**src/rtl/caliptra_prim_sync_reqack_arb.sv**
```systemverilog
// Round-robin arbiter sharing the SRC side of one REQ/ACK-with-data CDC synchronizer.
// Data presented to the synchronizer changes only in the LOAD cycle, while src_req_o is low.

module caliptra_prim_sync_reqack_arb_chk #(
    parameter int NumReq = 4,
    parameter int Width  = 32
) (
    input logic              clk_i,
    input logic              rst_i,
    input logic [NumReq-1:0] ack_i,
    input logic              src_req_i,
    input logic [Width-1:0]  src_data_i
);
    a_data_only_when_req_low : assert property (@(posedge clk_i) disable iff (rst_i)
        !$stable(src_data_i) |-> !src_req_i);

    a_ack_onehot0 : assert property (@(posedge clk_i) disable iff (rst_i)
        $onehot0(ack_i));

    a_req_rise_data_stable : assert property (@(posedge clk_i) disable iff (rst_i)
        $rose(src_req_i) |-> $stable(src_data_i));
endmodule

module caliptra_prim_sync_reqack_arb #(
    parameter int  NumReq        = 4,
    parameter int  Width         = 32,
    parameter int  TimeoutCycles = 0,
    localparam int IdxW          = (NumReq > 1) ? $clog2(NumReq) : 1
) (
    input  logic                    clk_i,
    input  logic                    rst_i,
    input  logic [NumReq-1:0]       req_i,
    input  logic [NumReq*Width-1:0] data_i,
    output logic [NumReq-1:0]       ack_o,
    output logic                    src_req_o,
    input  logic                    src_ack_i,
    output logic [Width-1:0]        src_data_o,
    output logic [IdxW-1:0]         gnt_idx_o,
    output logic                    busy_o,
    output logic                    timeout_o
);
    localparam bit                TmoEn    = (TimeoutCycles > 0);
    localparam int                CntW     = TmoEn ? $clog2(TimeoutCycles + 1) : 1;
    localparam logic [CntW-1:0]   CntMax   = CntW'(TimeoutCycles);
    localparam logic [NumReq-1:0] ReqLsb   = NumReq'(1'b1);
    localparam logic [IdxW-1:0]   LastInit = IdxW'(NumReq - 1);

    typedef enum logic [1:0] {
        StIdle = 2'd0,
        StLoad = 2'd1,
        StWait = 2'd2
    } state_e;

    state_e            state_q;
    logic              src_req_q;
    logic              busy_q;
    logic              timeout_q;
    logic [Width-1:0]  src_data_q;
    logic [IdxW-1:0]   gnt_idx_q;
    logic [IdxW-1:0]   last_q;
    logic [CntW-1:0]   cnt_q;
    logic [CntW-1:0]   cnt_d;
    logic [NumReq-1:0] req_cand_s;
    logic [NumReq-1:0] req_rot_s;
    logic              pick_vld_s;
    logic [IdxW-1:0]   pick_idx_s;
    logic [Width-1:0]  pick_data_s;
    logic [NumReq-1:0] ack_s;

    // Round-robin pick starting after last_q; while waiting, the current grant is excluded.
    always_comb begin
        req_cand_s = req_i;
        req_rot_s  = '0;
        pick_vld_s = 1'b0;
        pick_idx_s = '0;
        if (state_q == StWait) begin
            req_cand_s = req_i & ~(ReqLsb << gnt_idx_q);
        end else begin
            req_cand_s = req_i;
        end
        // Walk from farthest to nearest so the nearest set bit wins.
        for (int i = NumReq; i > 0; i--) begin
            req_rot_s = req_cand_s >> ((int'(last_q) + i) % NumReq);
            if (req_rot_s[0]) begin
                pick_vld_s = 1'b1;
                pick_idx_s = IdxW'((int'(last_q) + i) % NumReq);
            end else begin
                pick_vld_s = pick_vld_s;
            end
        end
    end

    // Select the data slice of the picked requester.
    always_comb begin
        pick_data_s = '0;
        for (int k = 0; k < NumReq; k++) begin
            if (pick_idx_s == IdxW'(k)) begin
                pick_data_s = data_i[k*Width +: Width];
            end else begin
                pick_data_s = pick_data_s;
            end
        end
    end

    // Ack pulse to the granted requester and saturating stall counter increment.
    always_comb begin
        ack_s = '0;
        cnt_d = cnt_q;
        if ((state_q == StWait) && src_ack_i) begin
            ack_s = ReqLsb << gnt_idx_q;
        end else begin
            ack_s = '0;
        end
        if (cnt_q == CntMax) begin
            cnt_d = cnt_q;
        end else begin
            cnt_d = cnt_q + CntW'(1'b1);
        end
    end

    // Transfer sequencing FSM with registered synchronizer-side outputs.
    always_ff @(posedge clk_i) begin
        if (rst_i) begin
            state_q    <= StIdle;
            src_req_q  <= 1'b0;
            busy_q     <= 1'b0;
            timeout_q  <= 1'b0;
            src_data_q <= '0;
            gnt_idx_q  <= '0;
            last_q     <= LastInit;
            cnt_q      <= '0;
        end else begin
            case (state_q)
                StIdle: begin
                    if (pick_vld_s) begin
                        state_q    <= StLoad;
                        busy_q     <= 1'b1;
                        src_data_q <= pick_data_s;
                        gnt_idx_q  <= pick_idx_s;
                        last_q     <= pick_idx_s;
                    end else begin
                        state_q <= StIdle;
                    end
                end
                StLoad: begin
                    state_q   <= StWait;
                    src_req_q <= 1'b1;
                    cnt_q     <= '0;
                    timeout_q <= 1'b0;
                end
                StWait: begin
                    if (src_ack_i) begin
                        src_req_q <= 1'b0;
                        timeout_q <= 1'b0;
                        cnt_q     <= '0;
                        if (pick_vld_s) begin
                            state_q    <= StLoad;
                            src_data_q <= pick_data_s;
                            gnt_idx_q  <= pick_idx_s;
                            last_q     <= pick_idx_s;
                        end else begin
                            state_q <= StIdle;
                            busy_q  <= 1'b0;
                        end
                    end else if (TmoEn) begin
                        cnt_q     <= cnt_d;
                        timeout_q <= (cnt_d == CntMax);
                    end else begin
                        timeout_q <= 1'b0;
                    end
                end
                default: begin
                    state_q   <= StIdle;
                    src_req_q <= 1'b0;
                    busy_q    <= 1'b0;
                    timeout_q <= 1'b0;
                end
            endcase
        end
    end

    assign ack_o      = ack_s;
    assign src_req_o  = src_req_q;
    assign src_data_o = src_data_q;
    assign gnt_idx_o  = (NumReq > 1) ? gnt_idx_q : '0;
    assign busy_o     = busy_q;
    assign timeout_o  = timeout_q;

    caliptra_prim_sync_reqack_arb_chk #(
        .NumReq (NumReq),
        .Width  (Width)
    ) u_chk (
        .clk_i      (clk_i),
        .rst_i      (rst_i),
        .ack_i      (ack_o),
        .src_req_i  (src_req_o),
        .src_data_i (src_data_o)
    );
endmodule

```
**config.mk**
```make
export PLATFORM = sky130hd
export DESIGN_NAME = caliptra_prim_sync_reqack_arb
export DESIGN_NICKNAME = d
export VERILOG_FILES = /design/src/rtl/caliptra_prim_sync_reqack_arb.sv
export SDC_FILE = /design/constraint.sdc
export NUM_CORES = 1
export LEC_CHECK = 0
export BUFFER_PORTS_ARGS = -buffer_cell sky130_fd_sc_hd__buf_2
export CAP_MARGIN = 20
export CELL_PAD_IN_SITES_DETAIL_PLACEMENT = 0
export CELL_PAD_IN_SITES_GLOBAL_PLACEMENT = 2
export CORE_MARGIN = 4
export CORE_UTILIZATION = 21
export CTS_CLUSTER_DIAMETER = 50
export DETAILED_ROUTE_END_ITERATION = 10
export PLACE_DENSITY_LB_ADDON = 0.1
export SYNTH_ARGS = -nofsm -noshare
export SYNTH_HDL_FRONTEND = slang
export SYNTH_HIERARCHICAL = 1
export SYNTH_SLANG_ARGS = --single-unit
```
**constraint.sdc**
```tcl
create_clock -name clk_i -period 1.9 [get_ports clk_i]
set_clock_uncertainty 0.15 [all_clocks]
set_input_delay 0.19 -clock clk_i [delete_from_list [all_inputs] [get_ports clk_i]]
set_output_delay 0.19 -clock clk_i [all_outputs]
set_load 0.01 [all_outputs]
```
# Yosys cells after proc, flatten, opt, wreduce, memory -nomap -nowiden
# Cells that the tools add are included.
totals:
  wordCells: 74
  input_bits: 135
  ff_bits: 40
  output_inout_bits: 41
classes:
  n_eq_ne: 8
  reduce_logical: 11
  n_shift: 5
  bitwise_logic: 8
  addsub: 4
  muxes: 32
op_table:
  columns: ["operator", "n"]
  rows:
  - ["$mux 32", 6]
  - ["$shr 4x32->1", 4]
  - ["$pmux 32 s2", 1]
  - ["$mux 2", 9]
  - ["$mux 1", 9]
  - ["$mux 4", 2]
  - ["$pmux 2 s2", 2]
  - ["$reduce_or 2->1", 4]
  - ["$eq 2x2->1 const B", 3]
  - ["$ne 2x2->1 const B", 3]
  - ["$pmux 1 s3", 2]
  - ["$pmux 2 s3", 1]
  - ["$add 2x1->2 const B", 2]
  - ["$add 2x2->2 const B", 2]
  - ["$and 1x1->1 const A", 4]
  - ["$and 4x4->4", 1]
  - ["$eq 2x1->1 const B", 2]
  - ["$logic_not 2->1", 2]
  - ["$not 4->4", 1]
  - ["$reduce_and 2->1", 2]
  - ["$reduce_and 4->1", 1]
  - ["$shl 1x2->4 const A", 1]
  - ["$not 1->1", 2]
  - ["$reduce_bool 2->1", 1]
  - ["$logic_and 1x1->1", 1]

# Logic depth before layout (Yosys ltp)
# Gate-level depths: netlist of the first run.
depth:
  word_depth: 17
  ltp_mapped: 9
  ltp_nobuf: 6

# Worst setup path before layout of the first run
# Ideal clock, no wire load.
synth_timing:
  kind: "register to register"
  startpoint: "reg state_q[0]"
  endpoint: "reg src_data_q[0], in the netlist src_data_o[0]"
  setup_time_ns: 0.128
  setup_slack_ns: -0.213
  required_time_ns: 1.622
  path_stages_with_launch: 9
  arrival_ns: 1.835
  path_buffers: 3
  synth_period_minus_slack_ns: 2.113
  path_cell_list: "dfxtp_1 -> buf_6 -> or3b_4 -> o22a_4 -> a21boi_4 -> buf_12 -> buf_8 -> mux2i_1 -> o221ai_2"
synth_between:
  elab_chain_cells: 15
  word_cells_on_any_way: 29
  cone_classes: "eq/ne (5); shift (4); mux (16); reduce/logical (4)"
synth_rtl:
  columns: ["item", "line_no", "text"]
  rows:
  - ["start: declaration", "54", "state_e state_q;"]
  - ["start signal: assignment", "124", "state_q <= StIdle;"]
  - ["start signal: assignment", "136", "state_q <= StLoad;"]
  - ["start signal: assignment", "142", "state_q <= StIdle;"]
  - ["$eq 2x2->1", "76, 133", null]
  - ["$mux 4", "76", "if (state_q == StWait) begin"]
  - ["$shr 4x32->1", "83", "req_rot_s = req_cand_s >> ((int'(last_q) + i) % NumReq);"]
  - ["$mux 2 (4 in series)", "84", "if (req_rot_s[0]) begin"]
  - ["$logic_not 2->1", "97", "if (pick_idx_s == IdxW'(k)) begin"]
  - ["$mux 32 (4 in series)", "97", null]
  - ["$mux 32", "135, 156", null]
  - ["$mux 32", "152", "if (src_ack_i) begin"]
  - ["$pmux 32 s2", "133", "case (state_q)"]
  - ["end signal: assignment", "138", "src_data_q <= pick_data_s;"]
  - ["end signal: assignment", "158", "src_data_q <= pick_data_s;"]
  - ["end: declaration", "58", "logic [Width-1:0] src_data_q;"]
# Several ways; a longest one is shown, not always the timed one. The select of a mux whose other input is x is not followed.
# A chain may end at the register's enable or synchronous reset.

# Worst setup path in the final report of the first run
layout_timing:
  startpoint: "reg state_q[0]"
  endpoint: "reg src_data_q[4], in the netlist src_data_o[4]"
# Same word-level chain as after synthesis.

==> flow_summary.json, run 1 <==
{
  "outcome": "finished with violations",
  "violations": "negative setup slack",
  "mapped_cells": 247,
  "dp.final_hpwl_um": 6770,
  "cell_with_the_largest_stage_delay_on_the_worst_path": "sky130_fd_sc_hd__or3b_4",
  "clkSinkCount": 40,
  "mostFrequentLayoutCells": "sky130_fd_sc_hd__buf_2 (174), sky130_fd_sc_hd__nand2_1 (36), sky130_fd_sc_hd__dfxtp_1 (36), sky130_fd_sc_hd__o221ai_2 (32), sky130_fd_sc_hd__mux2i_1 (31)",
  "worst_setup_path_end_kind": "flip-flop",
  "clock_insertion_delay_worst_skew_ns": 0.28,
  "core-area_um2": 12200,
  "max-vdd-ir-drop_uv": 376,
  "cp.required_ns": 1.91,
  "die_area_um2": 14500,
  "setup_total_negative_slack_ns": -5.84,
  "grt_start_max_net_pins": 19,
  "synth.cell_area_um2": 2650,
  "setup_crit_path_kind": "reg2reg",
  "antenna-diode-count": 0,
  "post-route-drc-count": 0,
  "power_density_nw_per_um2": 847,
  "place.port_buffers": 174,
  "tritoncts_clock_tree": "yes",
  "seq_area_frac_synth": 0.302,
  "syn-mean-instance-area_um2": 10.7,
  "grt_usage": 0.127,
  "postSynth.topFlopCell": "sky130_fd_sc_hd__dfxtp_1",
  "wire_length_of_the_first_global_routing_pass_um": 14600,
  "wire_per_inst_um": 16.0,
  "clkTransAtPathRegs_ns": 0.06,
  "floorplan.initialDensity": 0.217,
  "ratio_of_cells_with_drive_above_1_in_the_final_layout": 0.696,
  "clockBufferDepth": 2,
  "vias_after_detailed_routing": 2675,
  "drtIter0Drc": 80,
  "net_count_synth": 382,
  "rows": 40,
  "instances_no_fill": 619,
  "synth.yosys.warnings": 6,
  "synth.distinct_cells": 36,
  "placed_cells_incl_taps": 593,
  "postSynth.asyncResetShare": 0,
  "final-hold-violation-count": 0,
  "detail_route.first_pass.iterations": 3,
  "synth.largest_area_cell": "sky130_fd_sc_hd__dfxtp_1",
  "hp-class": "in2reg",
  "synth-seq-cells": 40,
  "cpLargestDelayFamily": "compound AO/OA/AOI/OAI gates",
  "area.growth.synth_to_final_pct": 74.1,
  "grt_antenna_before_repair": 0,
  "p_leak_nw": 2.06,
  "cts_htree_levels": 2,
  "y_dimension_of_the_die_um": 120,
  "slew_violations": 0,
  "worst-endpoint-arrival_ns": 2.11,
  "setup_crit_start_kind": "flip-flop",
  "design.portCount": 176,
  "path_max_fanout": 7,
  "max_freq_mhz": 477,
  "setup_repair_after_global_routing_missed_its_margin": "true",
  "total_routed_length_um": 9930,
  "nets": 585,
  "tcrit_tclk_final": 1.10,
  "routability_congestion_estimate": 0.721,
  "detailed_place.area_um2": 3820,
  "finalInstanceArea_um2": 4620,
  "fin_crit_ns": 2.09,
  "final_common_cell": "sky130_fd_sc_hd__buf_2",
  "die-width_um": 120,
  "route.detailed.vias_per_inst": 4.32,
  "yosysTopAreaCellShare": 0.302,
  "edff_count_synth": 0,
  "ant_nets": 0,
  "utilization": 0.378,
  "grt_overflow_total": 0,
  "path_cells": "or3b_4 > o22a_4 > a21boi_4 > buf_4 > clkbuf_16 > mux2i_2 > o221ai_2",
  "cts-hold-fix-buffers": 0,
  "yosys-top-cells-area": "sky130_fd_sc_hd__dfxtp_1 (30%), sky130_fd_sc_hd__mux2i_1 (25%), sky130_fd_sc_hd__o221ai_2 (18%), sky130_fd_sc_hd__nand2_1 (5.1%), sky130_fd_sc_hd__buf_4 (2.5%)",
  "path_buf_inv": 2,
  "maximum_single_stage_delay_on_the_critical_path_ns": 0.40,
  "first_global_vias": 2897,
  "final-setup-viol-count": 33,
  "postLayoutSetupSlackWorst_ns": -0.194,
  "maxcap_violations": 0,
  "cts_inserted_buffers": 5,
  "cts.root.buffer_cell": "sky130_fd_sc_hd__clkbuf_16"
}
-- timing repair --
item                       in CTS  in global routing
resized for setup              38                 32
gates cloned                    4                  7
setup endpoints to repair      34                 37
setup buffers                   5                  2
pin swaps                       3                 19
-- stage by stage --
stage               hold WS [ns]  setup WS, ns  total power [mW]
floorplan                  0.224        -0.207              1.97
global placement           0.293        -0.240              2.45
detailed placement         0.294        -0.295              2.45
CTS                       0.0337        -0.191              3.78
global route              0.0416        -0.289              4.15
finish                    0.0427        -0.194              3.92
-- sequential cells by signal, summed over array words and instances, names as in the netlist --
register,count
state_q,2
src_data_o,32
src_req_o,1
gnt_idx_o,2
busy_o,1
last_q,2
-- path summary, 6_finish.rpt --
kind	startpoint	end	slack, ns	cells after the start
max	state_q[0]$_SDFFE_PP0N_	src_data_o[4]$_SDFFE_PP0P_	-0.19	7
min	data_i[38]	src_data_o[6]$_SDFFE_PP0P_	0.04	3
max reg2reg	state_q[0]$_SDFFE_PP0N_	src_data_o[4]$_SDFFE_PP0P_	-0.19	7
min reg2reg	src_data_o[10]$_SDFFE_PP0P_	src_data_o[10]$_SDFFE_PP0P_	0.31	2
-- synthesized netlist by cell type, types with 2 or more instances --
| cell type | n |
|---|---|
| sky130_fd_sc_hd__o21ai_0 | 2 |
| sky130_fd_sc_hd__buf_8 | 2 |
| sky130_fd_sc_hd__buf_12 | 3 |
| sky130_fd_sc_hd__a22o_1 | 2 |
| sky130_fd_sc_hd__o221ai_2 | 32 |
| sky130_fd_sc_hd__mux2i_1 | 67 |
| sky130_fd_sc_hd__buf_4 | 9 |
| sky130_fd_sc_hd__nor3_1 | 2 |
| sky130_fd_sc_hd__nand2b_1 | 3 |
| sky130_fd_sc_hd__dfxtp_1 | 40 |
| sky130_fd_sc_hd__mux2_1 | 2 |
| sky130_fd_sc_hd__clkbuf_4 | 4 |
| sky130_fd_sc_hd__a21oi_1 | 2 |
| sky130_fd_sc_hd__nand2_1 | 36 |
| sky130_fd_sc_hd__nand3b_1 | 3 |
| sky130_fd_sc_hd__nor2b_1 | 6 |
| sky130_fd_sc_hd__nor2_1 | 13 |
-- metal layers --
| layer | track usage | vias up | wire [um] |
|---|---|---|---|
| li1 | - | 1338 | - |
| met1 | 0.155 | 1239 | 4240 |
| met2 | 0.210 | 96 | 4740 |
| met3 | 0.0547 | 2 | 900 |
| met4 | 0.0212 | 0 | 46 |
| met5 | 0 | - | 0 |
-- tightest hold or removal path: cells and delay by family --
family          cells  cell delay, ns
buf+inv             1            0.08
compound gates      1            0.11
mux                 1            0.06
-- logic make-up after synthesis --
logic type	count (synthesis)	synth area share
compound gates	46	0.231
other cells	1	0.00141
mux	69	0.261
simple gates	70	0.126
flops	40	0.302
buf+inv	21	0.0783
-- report_power, final --
part           switching [mW]  internal, mW  total [mW]
combinational           0.795         0.992        1.79
clock                   0.346         0.692        1.04
sequential             0.0891          1.00        1.09
total                    1.23          2.68        3.92
-- area by class of cell --
class / count / area [um2]
Clock buffer: 7 / 153
Sequential cell: 40 / 808
Timing Repair Buffer: 216 / 1490
Fill cell: 1289 / 7590
Tap cell: 168 / 210
Inverter: 1 / 3.75
Multi-Input combinational cell: 186 / 1920
Clock inverter: 1 / 30.0
Note: power is estimated with default switching activity, not from simulation.
==> run 2: changes to the inputs <==
- CORE_UTILIZATION: 21 -> 24
- CTS_BUF_LIST: default -> sky130_fd_sc_hd__clkbuf_8
- clock period: 1.9 -> 2.2 ns (I/O delays scaled with it)
==> run 2 against run 1 <==
Net effect:
- the flow now finishes without violations
- first-iteration DRC count is 26% lower
- critical path depth unchanged
- cell count is 8.1% lower
- power shrank 32%
- largest cell class unchanged
- non-clock buffer count fell by 19
- die area fell by 12%
- critical endpoint is now src_data_o[3]$_SDFFE_PP0P_
- core utilization decreased by 0.90 points
- register-to-register slack improved by 0.25 ns
- wire length fell by 9.0%
- global-route usage grew 0.18 points
==> flow_summary.json, run 2 (same netlist as run 1, synthesis figures left out) <==
{
  "final-setup-viol-count": 0,
  "setup_crit_start_kind": "flip-flop",
  "tritoncts_clock_tree": "yes",
  "worstReg2RegEnd": "src_data_o[3]$_SDFFE_PP0P_",
  "final_common_cell": "sky130_fd_sc_hd__buf_2",
  "wire_per_inst_um": 15.9,
  "clock_insertion_delay_worst_skew_ns": 0.29,
  "hp-class": "in2reg",
  "postLayoutSetupSlackWorst_ns": 0.0596,
  "worst_setup_path_end_kind": "flip-flop",
  "holdPathStages": 3,
  "nets": 566,
  "mostFrequentLayoutCells": "sky130_fd_sc_hd__buf_2 (174), sky130_fd_sc_hd__mux2i_1 (51), sky130_fd_sc_hd__dfxtp_1 (37), sky130_fd_sc_hd__nand2_1 (36), sky130_fd_sc_hd__o221ai_2 (32)",
  "path_buf_inv": 2,
  "clockBufferDepth": 2,
  "setup_crit_path_kind": "reg2reg",
  "slew_violations": 0,
  "first_global_vias": 2706,
  "holdWs_ns": 0.0789,
  "worstRegToRegCells": 7,
  "detailedPlace.worstSlack_ns": -0.0139,
  "y_dimension_of_the_die_um": 113,
  "drtIter0Drc": 59,
  "dp.final_hpwl_um": 6470,
  "post-route-drc-count": 0,
  "core-area_um2": 10800,
  "setup_repair_after_global_routing_missed_its_margin": "true",
  "cpLargestDelayFamily": "compound AO/OA/AOI/OAI gates",
  "cts-hold-fix-buffers": 0,
  "cts.root.buffer_cell": "sky130_fd_sc_hd__clkbuf_8",
  "max-vdd-ir-drop_uv": 250,
  "maximum_single_stage_delay_on_the_critical_path_ns": 0.39,
  "p_leak_nw": 1.85,
  "path_max_fanout": 7,
  "rows": 38,
  "outcome": "finished clean",
  "grt_start_max_net_pins": 33,
  "setup.reg_to_reg.worst_slack_ns": 0.06,
  "min_delay_worst_endpoint": "src_data_o[1]$_SDFFE_PP0P_",
  "regToRegStartpoint": "state_q[1]$_SDFFE_PP0N_",
  "power_density_nw_per_um2": 667,
  "tcrit_tclk_final": 0.973,
  "maxcap_violations": 0,
  "clkTransAtPathRegs_ns": 0.08,
  "die-width_um": 113,
  "total_routed_length_um": 9040,
  "wire_length_of_the_first_global_routing_pass_um": 13200,
  "area.growth.synth_to_final_pct": 50.9,
  "design.portCount": 176,
  "final-hold-violation-count": 0,
  "fillerInstances": 1129,
  "cp.required_ns": 2.22,
  "routability_congestion_estimate": 0.732,
  "cts_htree_levels": 2,
  "detail_route.first_pass.iterations": 4,
  "route.detailed.vias_per_inst": 4.54,
  "grt_overflow_total": 0,
  "place.port_buffers": 174,
  "vias_after_detailed_routing": 2584,
  "grt_antenna_before_repair": 0,
  "worst-endpoint-arrival_ns": 2.16,
  "path_cells": "or3b_4 > o22a_4 > a21boi_4 > buf_6 > clkbuf_16 > mux2i_1 > o221ai_2",
  "cts_inserted_buffers": 5,
  "die_area_um2": 12800,
  "cell_with_the_largest_stage_delay_on_the_worst_path": "sky130_fd_sc_hd__or3b_4",
  "antenna-diode-count": 0,
  "min_from": "data_i[33]",
  "largest_reg_flops": 32,
  "ant_nets": 0,
  "fin_crit_ns": 2.14,
  "max_freq_mhz": 467,
  "floorplan.initialDensity": 0.245,
  "clkSinkCount": 40,
  "ratio_of_cells_with_drive_above_1_in_the_final_layout": 0.613,
  "grt_usage": 0.129
}
[run 2: per-stage QoR]
step | total power [mW] | utilization | setup TNS (ns) | instance area, um2 | instances
4_1_cts | 2.60 | 0.351 | -0.0136 | 3800 | 565
3_5_place_dp | 2.08 | 0.339 | -0.0199 | 3680 | 557
2_1_floorplan | 1.70 | - | 0 | 2650 | 247
3_3_place_gp | 2.07 | 0.339 | 0 | 3680 | 557
5_1_grt | 2.86 | 0.369 | -0.000446 | 4000 | 569
6_report | 2.67 | 0.369 | 0 | 4000 | 569
[run 2: worst reg2reg max path, delay by kind of cell (launching register included)]
family	cells	cell delay, ns
flip-flops	1	0.36
AND/OR/NAND/NOR	1	0.39
buffers and inverters	2	0.33
multiplexers	1	0.24
AO/OA/AOI/OAI	3	0.55
[run 2: worst max path at each step]
stage                     cells after the start               startpoint                     endpoint
after floorplan                               8  state_q[0]$_SDFFE_PP0N_   src_data_o[0]$_SDFFE_PP0P_
final                                         7  state_q[1]$_SDFFE_PP0N_   src_data_o[3]$_SDFFE_PP0P_
after global placement                        6  state_q[1]$_SDFFE_PP0N_   src_data_o[5]$_SDFFE_PP0P_
after global routing                          6  state_q[1]$_SDFFE_PP0N_  src_data_o[14]$_SDFFE_PP0P_
after CTS                                     7  state_q[1]$_SDFFE_PP0N_  src_data_o[31]$_SDFFE_PP0P_
after detailed placement                      6  state_q[1]$_SDFFE_PP0N_   src_data_o[5]$_SDFFE_PP0P_
[run 2: metal layers]
layer / vias to the layer above / wire (um) / global-route usage
li1: 1288 / - / -
met1: 1179 / 3820 / 0.151
met2: 105 / 4200 / 0.217
met3: 12 / 871 / 0.0503
met4: 0 / 146 / 0.0377
met5: - / 0 / 0
[run 2: final cells by class]
| class | instances | area [um2] | area share |
|---|---|---|---|
| clock buffers | 5 | 68.8 | 0.0172 |
| flip-flops and latches | 40 | 807 | 0.202 |
| inverters | 1 | 3.75 | 0.000938 |
| multi-input cells | 186 | 1760 | 0.439 |
| repair buffers | 197 | 1190 | 0.297 |
| well taps | 140 | 175 | 0.0438 |
[run 2: timing repair]
action                                  CTS  global route
endpoints found under the setup margin   11            32
gates resized for setup                   5            27
pin swaps                                 1             4
buffers inserted                          2             1
cloned                                    1             3
[run 2: report_power, final]
group,internal (mW),leakage (nW),switching [mW]
combinational,0.662,1.48,0.610
sequential,0.862,0.332,0.0769
clock,0.205,0.0359,0.256
